`src/rtl/prach_tdm_sched_if.sv`:
```
// Slot-schedule bus from the PRACH TDM scheduler to the mixer and half-band cascade.
interface prach_tdm_sched_if #(
    parameter int unsigned NUM_STAGES = 5
);
    logic                  sch_dv;
    logic [7:0]            sch_chn;
    logic                  sch_sync;
    logic [NUM_STAGES-1:0] stage_dv;
    logic [NUM_STAGES-1:0] round_cnt;

    modport master (
        output sch_dv,
        output sch_chn,
        output sch_sync,
        output stage_dv,
        output round_cnt
    );

    modport slave (
        input sch_dv,
        input sch_chn,
        input sch_sync,
        input stage_dv,
        input round_cnt
    );
endinterface

```
`src/rtl/prach_tdm_sched.sv`:
```
// TDM slot/round scheduler for the 8-channel PRACH DDC chain, aligned to an external frame sync.
// Drives per-slot channel index, data valid, sync pulse and per-stage decimated valid strobes.
module prach_tdm_sched #(
    parameter int unsigned NUM_CHN    = 8,
    parameter int unsigned NUM_STAGES = 5
) (
    input  logic                clk,
    input  logic                rst_n,
    input  logic                enable,
    input  logic                sync_in,
    input  logic [NUM_CHN-1:0]  chn_mask,
    prach_tdm_sched_if.master   sch,
    output logic                running,
    output logic                sync_err
);

    localparam int unsigned CW = (NUM_CHN > 1) ? $clog2(NUM_CHN) : 1;
    localparam logic [CW-1:0] LAST_SLOT = CW'(NUM_CHN - 1);

    if (NUM_CHN < 2 || NUM_CHN > 256) begin : g_bad_num_chn
        $error("prach_tdm_sched: NUM_CHN must be in 2..256");
    end
    if (NUM_STAGES < 1) begin : g_bad_num_stages
        $error("prach_tdm_sched: NUM_STAGES must be at least 1");
    end

    typedef enum logic [1:0] {
        IDLE  = 2'd0,
        ARMED = 2'd1,
        RUN   = 2'd2
    } state_t;

    state_t                state_q, state_d;
    logic [CW-1:0]         slot_q, slot_d, slot_inc;
    logic [NUM_STAGES-1:0] round_q, round_d, round_inc;
    logic [NUM_STAGES-1:0] stage_q, stage_d, ones_pfx;
    logic                  dv_q, dv_d;
    logic                  sync_q, sync_d;
    logic                  err_q, err_d;
    logic                  run_q, run_d;
    logic                  wrap;

    // Free-running successor of the current slot/round, used for both advance and alignment check
    always_comb begin
        wrap      = (slot_q == LAST_SLOT);
        slot_inc  = wrap ? '0 : slot_q + CW'(1);
        round_inc = wrap ? round_q + NUM_STAGES'(1) : round_q;
    end

    always_comb begin
        state_d = state_q;
        slot_d  = '0;
        round_d = '0;
        sync_d  = 1'b0;
        err_d   = 1'b0;

        case (state_q)
            IDLE: begin
                if (enable) state_d = ARMED;
            end
            ARMED: begin
                if (!enable) begin
                    state_d = IDLE;
                end else if (sync_in) begin
                    state_d = RUN;
                    sync_d  = 1'b1;
                end
            end
            RUN: begin
                if (!enable) begin
                    state_d = IDLE;
                end else if (sync_in) begin
                    // Resync is aligned only if the free-running pattern was about to restart anyway
                    sync_d = 1'b1;
                    err_d  = (slot_inc != '0) || (round_inc != '0);
                end else begin
                    slot_d  = slot_inc;
                    round_d = round_inc;
                end
            end
            default: state_d = IDLE;
        endcase

        run_d = (state_d == RUN);
        dv_d  = run_d & chn_mask[slot_d];

        // Stage k fires on the last round of each 2^(k+1)-round decimation period
        ones_pfx    = '0;
        ones_pfx[0] = round_d[0];
        for (int k = 1; k < int'(NUM_STAGES); k++) begin
            ones_pfx[k] = ones_pfx[k-1] & round_d[k];
        end
        stage_d = {NUM_STAGES{dv_d}} & ones_pfx;
    end

    always_ff @(posedge clk or negedge rst_n) begin
        if (!rst_n) begin
            state_q <= IDLE;
        end else begin
            state_q <= state_d;
        end
    end

    always_ff @(posedge clk or negedge rst_n) begin
        if (!rst_n) begin
            slot_q  <= '0;
            round_q <= '0;
            stage_q <= '0;
            dv_q    <= 1'b0;
            sync_q  <= 1'b0;
            err_q   <= 1'b0;
            run_q   <= 1'b0;
        end else begin
            slot_q  <= slot_d;
            round_q <= round_d;
            stage_q <= stage_d;
            dv_q    <= dv_d;
            sync_q  <= sync_d;
            err_q   <= err_d;
            run_q   <= run_d;
        end
    end

    assign sch.sch_dv    = dv_q;
    assign sch.sch_chn   = 8'(slot_q);
    assign sch.sch_sync  = sync_q;
    assign sch.stage_dv  = stage_q;
    assign sch.round_cnt = round_q;
    assign running       = run_q;
    assign sync_err      = err_q;

endmodule

```
`src/flat_wrapper.sv`:
```
// flat-port wrapper written by rule: the top's interface ports become plain ports
module prach_tdm_sched_flat 
#(
    parameter int unsigned NUM_CHN    = 8,
    parameter int unsigned NUM_STAGES = 5
)
  (clk, rst_n, enable, sync_in, chn_mask, running, sync_err, sch_sch_dv, sch_sch_chn, sch_sch_sync, sch_stage_dv, sch_round_cnt);
  prach_tdm_sched_if #(.NUM_STAGES(NUM_STAGES)) sch_i ();
  input  logic clk;
  input  logic rst_n;
  input  logic enable;
  input  logic sync_in;
  input  logic [NUM_CHN-1:0] chn_mask;
  output logic running;
  output logic sync_err;
  output wire logic [$bits(sch_i.sch_dv)-1:0] sch_sch_dv;
  output wire logic [$bits(sch_i.sch_chn)-1:0] sch_sch_chn;
  output wire logic [$bits(sch_i.sch_sync)-1:0] sch_sch_sync;
  output wire logic [$bits(sch_i.stage_dv)-1:0] sch_stage_dv;
  output wire logic [$bits(sch_i.round_cnt)-1:0] sch_round_cnt;
  assign sch_sch_dv = sch_i.sch_dv;
  assign sch_sch_chn = sch_i.sch_chn;
  assign sch_sch_sync = sch_i.sch_sync;
  assign sch_stage_dv = sch_i.stage_dv;
  assign sch_round_cnt = sch_i.round_cnt;
  prach_tdm_sched #(.NUM_CHN(NUM_CHN), .NUM_STAGES(NUM_STAGES)) u_core (.clk(clk), .rst_n(rst_n), .enable(enable), .sync_in(sync_in), .chn_mask(chn_mask), .sch(sch_i), .running(running), .sync_err(sync_err));
endmodule
```
`config.mk`:
```
export PLATFORM = sky130hd
export DESIGN_NAME = prach_tdm_sched_flat
export DESIGN_NICKNAME = d
export VERILOG_FILES = /design/src/rtl/prach_tdm_sched_if.sv /design/src/rtl/prach_tdm_sched.sv /design/src/flat_wrapper.sv
export SDC_FILE = /design/constraint.sdc
export NUM_CORES = 1
export LEC_CHECK = 0
export ABC_CLOCK_PERIOD_IN_PS = 2700
export CORE_MARGIN = 8
export CORE_UTILIZATION = 45
export CTS_BUF_LIST = sky130_fd_sc_hd__clkbuf_4 sky130_fd_sc_hd__clkbuf_8 sky130_fd_sc_hd__clkbuf_16
export DETAILED_ROUTE_END_ITERATION = 6
export GPL_TIMING_DRIVEN = 1
export PLACE_DENSITY = 0.78
export SETUP_SLACK_MARGIN = 0.05
export SLEW_MARGIN = 20
export SYNTH_ARGS = -nofsm -noshare
export SYNTH_HDL_FRONTEND = slang
export SYNTH_SLANG_ARGS = --single-unit
```
`constraint.sdc`:
```
create_clock -name clk -period 2.7 [get_ports clk]
set_clock_uncertainty 0.05 [all_clocks]
set_input_delay 0.405 -clock clk [delete_from_list [all_inputs] [get_ports clk]]
set_output_delay 0.405 -clock clk [all_outputs]
set_load 0.02 [all_outputs]
```
After elaboration in Yosys (flattened, before gate mapping)
Cells that the tools add are included.
{"block": "op_classes", "addsub": 2, "mul": 0, "div_mod_pow": 0, "magnitude_cmp": 1, "eq_ne": 4, "n_shift": 0, "mux": 21, "bitwise_logic": 6, "reduce_logical": 5}
{"operator": "$mux 5", "n": 4}
{"operator": "$mux 3", "n": 4}
{"operator": "$mux 2", "n": 4}
{"operator": "$mux 1", "n": 7}
{"operator": "$pmux 2 s3", "n": 1}
{"operator": "$add 5x1->5 const B", "n": 1}
{"operator": "$and 1x1->1", "n": 5}
{"operator": "$and 5x5->5", "n": 1}
{"operator": "$reduce_bool 5->1", "n": 1}
{"operator": "$eq 2x2->1 const B", "n": 2}
{"operator": "$lt 3x4->1 const B", "n": 1}
{"operator": "$add 3x1->3 const B", "n": 1}
{"operator": "$bmux 1 s3", "n": 1}
{"operator": "$eq 3x3->1 const B", "n": 1}
{"operator": "$reduce_bool 3->1", "n": 1}
{"operator": "$eq 2x1->1 const B", "n": 1}
{"operator": "$logic_not 2->1", "n": 1}
{"operator": "$reduce_or 2->1", "n": 1}
{"operator": "$logic_or 1x1->1", "n": 1}
{"block": "totals", "ff_bits": 19, "latchBits": 0, "ram_bits": 0, "romBits": 0, "output_inout_bits": 22, "memories": 0}

Logic depth before layout (Yosys ltp)
{"block": "depth", "depth_word": 10, "ltp_mapped": 7, "mapped_depth_nobuf": 6}

Worst setup path before layout
No wires, ideal clock.
{"block": "synth_timing", "kind": "register to register", "start": "reg u_core.slot_q[0]", "end": "reg u_core.stage_q[0], in the netlist u_core.sch.stage_dv[0]", "setup_ps": 111, "t_arrival_ps": 2079, "t_required_ps": 2539, "slack_ps": 460, "stages_incl_launch_ff": 7, "n_path_buf": 0, "period_less_slack_ps": 2240, "cell_sequence": "dfrtp_1 > ha_1 > ha_1 > and4bb_1 > o21ai_0 > a221o_1 > a2111oi_2"}
{"block": "synth_via", "elab_chain_len": 9, "elab_cells_between_ends": 14, "classes_between": "add/sub: 1; eq/ne: 1; mux: 10; bitwise: 2"}
{"item": "start, declared", "line_no": "prach_tdm_sched.sv:34", "text": "logic [CW-1:0] slot_q, slot_d, slot_inc;"}
{"item": "start signal, assigned", "line_no": "prach_tdm_sched.sv:114", "text": "slot_q <= slot_d;"}
{"item": "$add 3x1->3 or $eq 3x3->1 (tied branches)", "line_no": "prach_tdm_sched.sv:46, prach_tdm_sched.sv:45"}
{"item": "$mux 3", "line_no": "prach_tdm_sched.sv:46", "text": "slot_inc = wrap ? '0 : slot_q + CW'(1);"}
{"item": "$mux 3", "line_no": "prach_tdm_sched.sv:72", "text": "end else if (sync_in) begin"}
{"item": "$mux 3", "line_no": "prach_tdm_sched.sv:70", "text": "if (!enable) begin"}
{"item": "$mux 3", "line_no": "prach_tdm_sched.sv:57", "text": "case (state_q)"}
{"item": "$bmux 1 s3", "line_no": "prach_tdm_sched.sv:85", "text": "dv_d = run_d & chn_mask[slot_d];"}
{"item": "$mux 1 (implied by the code)", "line_no": "prach_tdm_sched.sv:85"}
{"item": "$and 1x1->1", "line_no": "prach_tdm_sched.sv:85"}
{"item": "$and 5x5->5 (*)", "line_no": "prach_tdm_sched.sv:93", "text": "stage_d = {NUM_STAGES{dv_d}} & ones_pfx;"}
{"item": "named net u_core.stage_d[0]", "line_no": "prach_tdm_sched.sv:36", "text": "logic [NUM_STAGES-1:0] stage_q, stage_d, ones_pfx;"}
{"item": "end signal, assigned", "line_no": "prach_tdm_sched.sv:116", "text": "stage_q <= stage_d;"}
{"item": "end, declared", "line_no": "prach_tdm_sched.sv:36"}
The timed path passes the listed nets; every way through them passes the cells marked *. The select of a mux whose other input is x is not followed.

Worst setup path in the final report
{"block": "layout_timing", "start": "reg u_core.slot_q[0]", "end": "reg u_core.stage_q[0], in the netlist u_core.sch.stage_dv[0]"}
{"block": "layout_via", "elab_chain_len": 9, "elab_cells_between_ends": 14, "classes_between": "add/sub: 1; eq/ne: 1; mux: 10; bitwise: 2"}
{"item": "$add 3x1->3 or $eq 3x3->1 (tied branches)", "line_no": "prach_tdm_sched.sv:46, prach_tdm_sched.sv:45"}
{"item": "$mux 3 (*)", "line_no": "prach_tdm_sched.sv:46"}
{"item": "$mux 3 (*)", "line_no": "prach_tdm_sched.sv:72"}
{"item": "$mux 3 (*)", "line_no": "prach_tdm_sched.sv:70"}
{"item": "$mux 3 (*)", "line_no": "prach_tdm_sched.sv:57"}
{"item": "named net u_core.slot_d[2]", "line_no": "prach_tdm_sched.sv:34"}
{"item": "$bmux 1 s3 (*)", "line_no": "prach_tdm_sched.sv:85"}
{"item": "$mux 1 (implied by the code) (*)", "line_no": "prach_tdm_sched.sv:85"}
{"item": "$and 1x1->1 (*)", "line_no": "prach_tdm_sched.sv:85"}
{"item": "$and 5x5->5 (*)", "line_no": "prach_tdm_sched.sv:93"}
{"item": "named net u_core.stage_d[0]", "line_no": "prach_tdm_sched.sv:36"}
Marks and branches as above.

==> impl_metrics.csv <==
group,metric,value,unit
grt,grt_start_max_net_pins,20,
floorplan,ios,34,
timing,post-route-min-period,2.31,ns
synth,synthMuxAreaShare,1.86,%
route,wl_per_cell,14.3,um
route,drt_iter0_drc,22,
worst_setup_path,critPathRequiredTime,2.84,ns
timing,fin_hold_ws,0.499,ns
final_layout,antenna_cells,0,
place,hpwl,1810,um
timing,fmax,432,MHz
timing,worstMarginPinSlew,0.809,ns
floorplan,core-area,0.00223,sq mm
synth,ys_ff_latch,19,
grt,overflow,0,
clock_tree,htree_levels,1,
clock_tree,cts-resized-gates,0,
synth,synth_cells,100,
timing,slew_headroom,45.9,%
power_and_ir_drop,powerDensity,469,mW/mm^2
worst_setup_path,r2r_setup_slack,0.39,ns
clock_tree,cts.sinks,19,
clock_tree,cts_setup_buffers,0,
worst_setup_path,startpoint,"u_core.slot_q[0]",
synth,synth_top_area_share,44.1,%
route,route.vias.total,828,
route,ant_nets,0,
synth,synth_seq_area_share,44.1,%
timing,setup_viol,0,
route,first_pass_iters,4,
synth,netlist_top_cells_area,"dfrtp_1 44%, ha_1 8.1%, a2111oi_2 5.6%",
final_layout,instances_no_fill,158,
worst_setup_path,r2r-end,"u_core.sch.stage_dv[0]",
floorplan,num_rows,17,
synth,synth_fa_ha_area_share,8.13,%
place,port-buffer-count,28,
clock_tree,cts_root_buf,"clkbuf_4",
worst_setup_path,slowest_delay,0.50,ns
worst_setup_path,critPathMostFrequentCell,"ha_1",
synth,yosysTopAreaCell,"dfrtp_1",
clock_tree,cts_max_path_buffers,2,
route,drcViolationCount,0,
clock_tree,clk_latency,0.31,ns
power_and_ir_drop,leakage,0.590,nW
synth,synth_top_family_by_area,"simple AND/OR/NAND/NOR gates",
floorplan,design.die.area,0.00422,sq mm
worst_setup_path,endpoint,"u_core.sch.stage_dv[0]",
power_and_ir_drop,p_total,0.653,mW
worst_setup_path,cp.arrival,2.45,ns
route,routed_wl,2260,um
floorplan,fp.dieW,64.9,um
synth,yosysWarnings,0,
grt,antenna_found_initial,0,
timing,setup-tns-final,0,ns
synth,synth_area,0.00108,sq mm
synth,synth_compound_area_share,16.3,%
run_status,status,"finished, final reports clean",
worst_setup_path,crit_fanout,10,
worst_setup_path,crit_type,"reg -> reg",
final_layout,drive_above_1_share,10.8,%
synth,yosys.area_share.simple,18.1,%
floorplan,initial_utilization,48.2,%
grt,grt_pass1_wl,3710,um
timing,slew_viol_final,0,
clock_tree,cts_made_buffers,3,
clock_tree,cts.hold.buffers_added,0,
place,placed_cells,154,
synth,synth_xor_xnor_area_share,4.07,%
route,vias_per_cell,5.24,
run,maxCapViolations,0,
worst_setup_path,start_kind,"flip-flop",
grt,track_usage,10.7,%
worst_setup_path,critPathCaptureType,"flip-flop",
synth,postSynthAreaPerCell,10.8,sq um
timing,period_share,85.6,%
power_and_ir_drop,irDropWorstVdd,347,uV
final_layout,final_nets,150,
timing,rsz0062_at_grt,"false",
place,place.gp.congestion,0.862,
clock_tree,cts_tree,"done",
worst_setup_path,rr_startpoint,"u_core.slot_q[0]",
worst_setup_path,reg2reg_depth,6,
grt,grt_pass1_vias,832,
synth,synth.distinct_cells,35,
worst_setup_path,crit_path_cell_trace,"ha_1 -> ha_1 -> and4b_2 -> o31ai_1 -> a311o_2 -> a2111oi_2",
worst_setup_path,critPathSlowestCell,"dfrtp_1",
floorplan,die_h,64.9,um
hold_path,hold_path.class,"in -> async",
clock_tree,clkTransAtPathRegs,0.13,ns
timing,final_hold_viol_count,0,
final_layout,area_growth,29.2,%
==> final cells by class <==
type	count	area, sq um
Tap cell	28	35.0
Clock inverter	1	7.51
Multi-Input combinational cell	73	541
Clock buffer	3	22.5
Sequential cell	19	475
Timing Repair Buffer	30	295
Inverter	4	15.0
Fill cell	192	842
==> cells by family (layout without fill, tap and decap cells) <==
family | Yosys count | in the layout
DFF | 19 | 19
buffers and inverters | 12 | 38
muxes | 2 | 2
other | 1 | 5
adders and majority gates | 7 | 7
AOI/OAI and AO/OA | 22 | 22
and+or+nand+nor | 32 | 32
xor gates and xnor gates | 5 | 5
==> state kept, by name, indices dropped and copies added (netlist names) <==
signal	cells
u_core.running	1
u_core.sch.sch_dv	1
u_core.sync_err	1
u_core.state_q	2
u_core.slot_q	3
u_core.sch.stage_dv	5
u_core.sch.sch_sync	1
u_core.sch.round_cnt	5
==> metrics by stage <==
step | utilization (%) | instance area (sq um) | worst slack (ns)
2_1_floorplan | - | 1090 | 0.460
3_3_place_gp | 61.0 | 1360 | 0.372
3_5_place_dp | 61.0 | 1360 | 0.335
4_1_cts | 62.3 | 1390 | 0.394
5_1_grt | 62.3 | 1390 | 0.264
6_report | 62.3 | 1390 | 0.388
==> power by group <==
group	leakage, nW	total, mW	switching [mW]	internal, mW
Sequential	0.263	0.325	0.0207	0.304
Clock	0.0139	0.150	0.0936	0.0564
Combinational	0.313	0.178	0.101	0.0763
Total	0.590	0.653	0.216	0.437
==> worst min-delay path by stage <==
stage	end	slack, ns	cells after the start
6_report	u_core.state_q[0]	0.50	1
5_1_grt	u_core.running	0.59	1
4_1_cts	u_core.state_q[0]	0.54	1
3_5_place_dp	u_core.sch.round_cnt[1]	0.59	2
3_3_place_gp	u_core.slot_q[0]	0.57	1
2_1_floorplan	u_core.running	0.06	0
==> critical path, delay by kind of cell (launching register included) <==
family	cells	cell delay [ns]
and+or+nand+nor	1	0.26
adders and majority gates	2	0.55
DFF	1	0.50
AOI/OAI and AO/OA	3	0.85
==> synth_stat cells, drive strengths merged <==
| library cell | n |
|---|---|
| or4 | 1 |
| nand3 | 2 |
| a31oi | 1 |
| xor2 | 1 |
| mux2i | 2 |
| o31ai | 3 |
| a2111oi | 4 |
| a221o | 1 |
| o21ai | 3 |
| and3 | 1 |
| and4b | 1 |
| ha | 7 |
| nand4 | 3 |
| o211ai | 1 |
| or3 | 1 |
| xnor2 | 4 |
| dfrtp | 19 |
| nand3b | 3 |
| and2b | 2 |
| a21oi | 7 |
| and2 | 1 |
| a311o | 1 |
| a211oi | 1 |
| nand2 | 4 |
| nor2 | 7 |
| buf | 8 |
| nor3 | 1 |
| and4bb | 1 |
| nand2b | 2 |
| nor2b | 2 |
| inv | 4 |
| conb | 1 |
==> cell usage in the layout, fill, tap and decap left out, types with 3 or more instances in the layout <==
cell / n
inv_1: 4
o31ai_1: 3
a21oi_1: 7
nand4_1: 3
xnor2_1: 4
a2111oi_2: 4
ha_1: 7
dfrtp_1: 19
nand3b_1: 3
o21ai_0: 3
clkdlybuf4s50_1: 28
nand2_1: 4
nor2_1: 7
conb_1: 5
clkbuf_4: 3
==> per-layer routing <==
metal	routed length [um]	global-route usage, %	up-vias	share of wire (%)
li1	-	-	414	-
met1	1100	13.8	379	49
met2	925	15.3	31	41
met3	216	5.15	4	9.6
met4	16	3.27	0	0.71
met5	0	0	-	0
Power figures use the tool's default switching activity.
